## src/rtl/io_port_arbiter.sv

```systemverilog
// Purpose: shares the single-ported memory-mapped I/O block between r0 (CPU MEM stage) and r1 (aux master); optional IO_ARB_RR_EN selects round-robin.
// Latency: gnt one cycle after an IDLE arbitration; writes take 2 cycles per transaction, reads take 3 (rvalid in N+3).
// Backpressure: requests are level-held until gnt; requests seen while busy are ignored and served at the next IDLE.
module io_port_arbiter #(
  parameter int ADDR_W   = 5,
  parameter int DATA_W   = 32,
  parameter int HOLD_MAX = 4
) (
  input  logic              clock,
  input  logic              reset,
  input  logic              r0_req,
  input  logic              r0_we,
  input  logic [ADDR_W-1:0] r0_addr,
  input  logic [DATA_W-1:0] r0_wdata,
  output logic              r0_gnt,
  output logic              r0_rvalid,
  output logic [DATA_W-1:0] r0_rdata,
  input  logic              r1_req,
  input  logic              r1_we,
  input  logic [ADDR_W-1:0] r1_addr,
  input  logic [DATA_W-1:0] r1_wdata,
  output logic              r1_gnt,
  output logic              r1_rvalid,
  output logic [DATA_W-1:0] r1_rdata,
  output logic [ADDR_W-1:0] io_addr,
  output logic              io_we,
  output logic [DATA_W-1:0] io_wdata,
  input  logic [DATA_W-1:0] io_rdata,
  output logic              busy
);

  typedef enum logic [1:0] {
    IDLE    = 2'd0,
    ISSUE   = 2'd1,
    WAIT_RD = 2'd2
  } state_t;

  state_t state;
  logic   owner;    // requester whose transaction is in flight
  logic   win;      // arbitration result: 0 = r0, 1 = r1
  logic   any_req;

`ifdef IO_ARB_RR_EN
  // Last-granted requester; reset value 1 gives r0 priority first.
  logic   rr_last;

  // Round-robin pick: on contention the requester not granted last wins.
  always_comb begin
    any_req = r0_req | r1_req;
    win     = r1_req & (~r0_req | ~rr_last);
  end
`else
  localparam int SW = $clog2(HOLD_MAX + 1);
  localparam logic [SW-1:0] HOLD_CAP = SW'(HOLD_MAX);

  // Consecutive r0 grants taken while r1 was waiting.
  logic [SW-1:0] streak;

  // Fixed r0 priority, overridden once r1 has waited HOLD_MAX r0 grants.
  always_comb begin
    any_req = r0_req | r1_req;
    win     = r1_req & (~r0_req | (streak == HOLD_CAP));
  end
`endif

  // Transaction sequencer: arbitrate in IDLE, drive the I/O block in ISSUE, return read data after WAIT_RD.
  always_ff @(posedge clock) begin
    if (reset) begin
      state     <= IDLE;
      busy      <= 1'b0;
      owner     <= 1'b0;
      r0_gnt    <= 1'b0;
      r1_gnt    <= 1'b0;
      r0_rvalid <= 1'b0;
      r1_rvalid <= 1'b0;
      r0_rdata  <= '0;
      r1_rdata  <= '0;
      io_we     <= 1'b0;
      io_addr   <= '0;
      io_wdata  <= '0;
`ifdef IO_ARB_RR_EN
      rr_last   <= 1'b1;
`else
      streak    <= '0;
`endif
    end else begin
      // Pulses default low; io_we is high only for the ISSUE cycle of a write.
      r0_gnt    <= 1'b0;
      r1_gnt    <= 1'b0;
      r0_rvalid <= 1'b0;
      r1_rvalid <= 1'b0;
      io_we     <= 1'b0;
      case (state)
        IDLE: begin
          if (any_req) begin
            owner    <= win;
            io_we    <= win ? r1_we    : r0_we;
            io_addr  <= win ? r1_addr  : r0_addr;
            io_wdata <= win ? r1_wdata : r0_wdata;
            r0_gnt   <= ~win;
            r1_gnt   <= win;
            state    <= ISSUE;
            busy     <= 1'b1;
`ifdef IO_ARB_RR_EN
            rr_last  <= win;
`endif
          end
`ifndef IO_ARB_RR_EN
          // The guard only counts while r1 is actually being held off.
          if (!r1_req || win) begin
            streak <= '0;
          end else if (streak != HOLD_CAP) begin
            streak <= streak + 1'b1;
          end
`endif
        end
        ISSUE: begin
          // io_we still holds the latched command type during ISSUE.
          if (io_we) begin
            state <= IDLE;
            busy  <= 1'b0;
          end else begin
            state <= WAIT_RD;
          end
        end
        WAIT_RD: begin
          // The I/O block's registered read data is valid in this cycle.
          if (owner) begin
            r1_rdata  <= io_rdata;
            r1_rvalid <= 1'b1;
          end else begin
            r0_rdata  <= io_rdata;
            r0_rvalid <= 1'b1;
          end
          state <= IDLE;
          busy  <= 1'b0;
        end
        default: begin
          state <= IDLE;
          busy  <= 1'b0;
        end
      endcase
    end
  end

endmodule

```

## config.mk

```make
export PLATFORM = sky130hd
export DESIGN_NAME = io_port_arbiter
export DESIGN_NICKNAME = d
export VERILOG_FILES = /design/src/rtl/io_port_arbiter.sv
export SDC_FILE = /design/constraint.sdc
export NUM_CORES = 1
export LEC_CHECK = 0
export BUFFER_PORTS_ARGS = -buffer_cell sky130_fd_sc_hd__clkbuf_2
export CAP_MARGIN = 20
export CORE_MARGIN = 1.5
export CORE_UTILIZATION = 45
export CTS_CLUSTER_DIAMETER = 120
export DETAILED_ROUTE_END_ITERATION = 6
export PLACE_DENSITY = 0.8
export REMOVE_ABC_BUFFERS = 1
export SYNTH_ARGS = -nofsm -noshare
export SYNTH_HDL_FRONTEND = slang
export SYNTH_SLANG_ARGS = --single-unit
export TNS_END_PERCENT = 10
```

## constraint.sdc

```tcl
create_clock -name clock -period 2.05 [get_ports clock]
set_input_delay 0.1025 -clock clock [delete_from_list [all_inputs] [get_ports clock]]
set_output_delay 0.1025 -clock clock [all_outputs]
set_load 0.005 [all_outputs]
```

* Yosys cells after proc, flatten, opt, wreduce, memory -nomap -nowiden
Index checks and enable logic that the tools add are counted.
** Word-level totals
- Output and inout bits :: 107
- Memories :: 0
- Latch bits :: 0
- Memory bits (writable) :: 0
- Register bits after elaboration :: 113
- Logic and storage cells :: 53
- Bits in read-only memories :: 0
** Cells by class
- Shifts and indexed selects :: 0
- Bitwise operators :: 9
- Equality and inequality tests :: 6
- $lt $le $gt $ge :: 0
- Multiply operators :: 0
- Reduce and logical (&&, ||, !) cells :: 11
- Add/subtract/negate cells :: 1
- Divide/modulo/power cells :: 0
- Multiplexer cells :: 13
** Operators by type and width (number)
- 32-bit 2-to-1 mux :: 1
- 2-bit AND reduction :: 5
- 3-bit 2-to-1 mux :: 2
- 1-bit NOT :: 6
- 1-bit 2-to-1 mux :: 5
- 5-bit 2-to-1 mux :: 1
- 2-bit 2-to-1 mux :: 2
- 2-bit != test, second input constant :: 2
- 2-bit case mux with 2 select lines :: 1
- 3-bit by 1-bit adder with 3-bit output, second input constant :: 1
- 3-bit == test, second input constant :: 1
- 3-bit != test, second input constant :: 1
- 3-bit OR reduction :: 1
- 2-bit by 1-bit == test with 1-bit output, second input constant :: 1
- 2-bit == test, second input constant :: 1
- 2-bit logical NOT :: 1
- 1-bit bitwise OR :: 2
- 1-bit case mux with 2 select lines :: 1
- 2-bit nonzero test :: 1
- 2-bit OR reduction :: 1
- 1-bit bitwise AND :: 1
- 1-bit logical NOT :: 1
- 1-bit logical OR :: 1

* Longest topological paths before layout
- Word-level depth :: 6
- Gate-level depth with buffers :: 7

* Worst setup path before layout
No wires, ideal clock.
- Path kind :: reg-to-reg
- From :: register streak[0]
- To :: register io_wdata[10]
- Library setup time :: 134 ps
- Buffers on the path :: 1
- Data required time :: 1916 ps
- Slack :: 474 ps
- Cell stages (with the launch flop) :: 7
- Period minus slack after synthesis :: 1576 ps
- Arrival :: 1443 ps
- Path through :: dfxtp_1 -> inv_1 -> ha_1 -> a21bo_2 -> buf_2 -> a2111oi_2 -> nor4_1
** Between the ends
- Longest elaborated chain between the ends :: 4
** RTL lines
- from (decl) :: line 57 : logic [SW-1:0] streak;
- from (signal assigned) :: line 113 : streak <= streak + 1'b1;
- 3-bit == test :: line 62 : win = r1_req & (~r0_req | (streak == HOLD_CAP));
- 1-bit bitwise OR :: line 62
- 1-bit bitwise AND :: line 62
- 32-bit 2-to-1 mux :: line 99 : io_wdata <= win ? r1_wdata : r0_wdata;
- to (signal assigned) :: line 99
- to (decl) :: line 27 : output logic [DATA_W-1:0] io_wdata,
Every way passes these cells.
A chain may end at the register's enable or synchronous reset.

* Worst setup path after layout
- From :: register streak[0]
- To :: register io_addr[1]
** Between the ends
- Longest elaborated chain between the ends :: 4
** RTL lines
- 3-bit == test :: line 62
- 1-bit bitwise OR :: line 62
- 1-bit bitwise AND :: line 62
- 5-bit 2-to-1 mux :: line 98 : io_addr <= win ? r1_addr : r0_addr;
- to (signal assigned) :: line 98
- to (decl) :: line 25 : output logic [ADDR_W-1:0] io_addr,
Every way passes these cells.

==> flow_summary_export.csv <==
group,metric,value,unit
logic_synthesis,netlist_area,0.00489,mm2
power,pwr-share-comb,0.158,
grt,grt_use_met1,0.347,
clock_tree,clock-root-buffer,"sky130_fd_sc_hd__clkbuf_8",
logic_synthesis,count_of_flip_flops_with_a_built_in_enable_after_synthesis,0,
worst_setup_path,worst_ep_arrival_time,2240,ps
logic_synthesis,yosysMostFrequentCell,"sky130_fd_sc_hd__nand2_1",
placement,detailedPlace.worstSlack,286,ps
cells_and_area,final-seq-area,0.00226,mm2
timing,timing.final.crit_period,1860,ps
clock_tree,cts-buffers-inserted,17,
logic_synthesis,ys.flop_type,"sky130_fd_sc_hd__dfxtp_1",
clock_tree,cts.sinks,113,
cells_and_area,num_antenna_cells,0,
clock_tree,clk-insertion-delay-late,510,ps
grt,groute.layer.met2.usage,0.535,
grt,grt_max_degree,58,
timing,finalWorstSetupSlack,191,ps
logic_synthesis,yosys.area.top_type_share,0.463,
logic_synthesis,synthArstFlopShare,0,
clock_tree,max-clock-path-buffers,2,
timing,final.period_utilization,0.907,
power,p_int,4.97,mW
placement,total_half_perimeter_wirelength_after_legalization_and_detailed_placement,9940,um
power,vdd_ir_drop_max,0.000421,V
power,power.share.clock,0.478,
die,dieArea,0.0115,mm2
power,power_frac_seq,0.365,
worst_setup_path,slowest_stage,"sky130_fd_sc_hd__a2111oi_2",
logic_synthesis,synth.avg_cell_area,8.70,um2
timing,fin_worst_skew,10.3,ps
logic_synthesis,synth_area_leaders,"sky130_fd_sc_hd__dfxtp_1 46%, sky130_fd_sc_hd__a2111oi_2 11%, sky130_fd_sc_hd__a21oi_1 11%, sky130_fd_sc_hd__nand2_1 10%, sky130_fd_sc_hd__nor4_1 9.5%",
worst_setup_path,worstSetupPathType,"flop to flop",
clock_tree,ctsHtreeMaxLevel,4,
grt,antenna_violations_before_repair,0,
logic_synthesis,postSynthRegisterBits,113,
timing,worst_hold_slack,11.9,ps
routing,remaining_drc_errors,0,
routing,vias,5749,
die,boundaryPins,219,
cells_and_area,area_delta_synth_final,54.5,%
die,placeableCoreArea,0.0104,mm2
routing,route.antenna.remaining_nets,0,
clock_tree,clk_pin_slew_worst_paths,60,ps
timing,worst_slew_margin_rel,0.581,
logic_synthesis,synth_top_cell_by_area,"sky130_fd_sc_hd__dfxtp_1",
timing,clock.fmax,538,MHz
worst_setup_path,critical_path_launch_point,"streak[0]$_SDFFE_PP0P_",
power,p_leak,3.09,nW
logic_synthesis,yosysSeqAreaShare,0.463,
flow_run,maxCapViolCount,0,
outcome,outcome,"finished, final reports clean",
worst_setup_path,worst_ep_required_time,2430,ps
logic_synthesis,post_synth_most_frequent_cells,"133 x sky130_fd_sc_hd__nand2_1, 113 x sky130_fd_sc_hd__dfxtp_1, 105 x sky130_fd_sc_hd__a21oi_1",
die,floorplan.die.width,107,um
timing,unrepaired_setup_endpoints_after_global_routing,"no",
timing,setup_violations,0,
worst_setup_path,startpoint_type,"flop",
power,power,6.61,mW
cells_and_area,multi_input_area,0.00229,mm2
grt,first_pass_grt_wire_length,28000,um
routing,drt_pass1_iterations,5,
worst_setup_path,end_kind,"flop",
grt,first_global_vias,5614,
logic_synthesis,ys_warn_count,0,
timing,worst_slew_pin_slew,629,ps
clock_tree,post_cts_setup_buffer_count,0,
min_path,hold_class,"input pin to flop",
routing,drt-initial-drc-count,526,
worst_setup_path,crit_chain,"inv_1 -> ha_1 -> a21bo_2 -> buf_12 -> a2111oi_2 -> nor4_1",
placement,numPlacedInstances,867,
die,start_util,0.469,
power,net_switching_fraction_of_the_power,0.248,
worst_setup_path,critPathMaxFanout,40,
logic_synthesis,syn_inst,562,
cells_and_area,num-nets-final,952,
cells_and_area,count_of_placed_standard_cells_in_the_final_layout_fillers_left_out,986,
worst_setup_path,critical-path-max-stage-delay,460,ps
min_path,hp-start,"r1_wdata[24]",
cells_and_area,filler_cell_count,675,
power,power-per-cell-area,875,mW/mm2
placement,io_buffers,218,
routing,route.detailed.vias_per_inst,5.83,
power,p_switching,1.64,mW
routing,routedWlPerCell,18.2,um
die,chipHeight,107,um
cells_and_area,final_core_util,0.725,
logic_synthesis,netlist-cell-type-count,32,
timing,report.final.hold_viol_count,0,
die,fp-row-count,37,
clock_tree,cts_tree,"done",
routing,totalWireLength,18000,um
grt,gr-usage-met3,0.0979,
placement,globalplace.congestion,0.827,
cells_and_area,drive_above_1_share,0.367,
grt,grt_busiest_layer,"met2",
timing,final-max-slew-violation-count,0,
grt,overflow_left_after_global_routing,0,
grt,grt_util_all_layers,0.313,
worst_setup_path,crit-reg2reg-launch,"streak[0]$_SDFFE_PP0P_",
==> kinds of logic (layout without fill, tap and decap cells) <==
group,after synthesis,count (layout),share of synthesized area
flip-flops,113,113,0.463
adder cells (fa/ha/maj),2,2,0.00512
AO/OA/AOI/OAI,150,150,0.234
buffers and inverters,70,358,0.0735
AND/OR/NAND/NOR,227,227,0.225
==> per-layer routing <==
metal | vias to the layer above | wire [um]
li1 | 2604 | -
met1 | 2640 | 6410
met2 | 423 | 8790
met3 | 82 | 2050
met4 | 0 | 723
met5 | - | 0
==> worst max-delay path: cells and delay by family, from the launching register on <==
family          cells  cell delay, ps
fa+ha+maj           1             240
flops               1             360
simple gates        1             130
buf+inv             2             280
compound gates      2             710
==> per-stage QoR <==
| stage | instance area [um2] | TNS (ps) |
|---|---|---|
| 2_1_floorplan | 4540 | -33370 |
| 3_3_place_gp | 6020 | 0 |
| 3_5_place_dp | 6020 | 0 |
| 4_1_cts | 7550 | 0 |
| 5_1_grt | 7550 | 0 |
| 6_report | 7550 | 0 |
==> final timing paths <==
kind	endpoint	slack, ps	cells past startpoint
worst max-delay path	io_addr[1]$_SDFFE_PP0P_	190	6
worst min-delay path	io_wdata[24]$_SDFFE_PP0P_	10	3
worst max register to register	io_addr[1]$_SDFFE_PP0P_	190	6
worst min register to register	r0_rdata[20]$_SDFFE_PP0P_	450	2
==> power by group through the flow <==
stage	clock [mW]	sequential, mW	combinational, mW
4_1_cts	3.18	2.40	0.993
3_3_place_gp	0	2.44	0.829
2_1_floorplan	0	2.44	0.385
3_5_place_dp	0	2.44	0.856
6_report	3.15	2.41	1.04
5_1_grt	3.30	2.42	1.11
==> cell type report <==
class / count / area share
clock buffer: 23 / 0.0658
clock inverter: 8 / 0.0196
inverter: 3 / 0.00149
multi-input combinational: 379 / 0.303
sequential: 113 / 0.300
tap: 136 / 0.0225
timing repair buffer: 324 / 0.288
==> timing repair <==
| action | CTS | global route |
|---|---|---|
| resized for setup | 0 | 0 |
| hold buffers | 88 | 0 |
| endpoints found under the hold margin | 102 | 0 |
==> placed cells by master (no fill, tap or decap), types with 2 or more instances in the layout <==
cell                            instances
sky130_fd_sc_hd__dfxtp_1              113
sky130_fd_sc_hd__a2111oi_2             37
sky130_fd_sc_hd__clkbuf_16             16
sky130_fd_sc_hd__a21oi_1              105
sky130_fd_sc_hd__nand4_1                2
sky130_fd_sc_hd__buf_12                 5
sky130_fd_sc_hd__buf_4                 14
sky130_fd_sc_hd__dlygate4sd3_1         88
sky130_fd_sc_hd__bufinv_16              4
sky130_fd_sc_hd__nand3_1                2
sky130_fd_sc_hd__clkbuf_8               7
sky130_fd_sc_hd__a211oi_1               2
sky130_fd_sc_hd__nor2_1                 3
sky130_fd_sc_hd__ha_1                   2
sky130_fd_sc_hd__clkinv_2               2
sky130_fd_sc_hd__nand2_1              133
sky130_fd_sc_hd__nor4b_1                2
sky130_fd_sc_hd__clkbuf_2             217
sky130_fd_sc_hd__inv_1                  2
sky130_fd_sc_hd__o21ai_1                2
sky130_fd_sc_hd__nor4_1                74
==> registers in the layout, indices dropped and copies added, names as in the netlist <==
register,count
io_we,1
busy,1
r0_gnt,1
r1_rvalid,1
r1_gnt,1
state,2
io_addr,5
r0_rdata,32
r0_rvalid,1
owner,1
streak,3
r1_rdata,32
io_wdata,32
No activity file was read; power rests on OpenSTA's default activity.
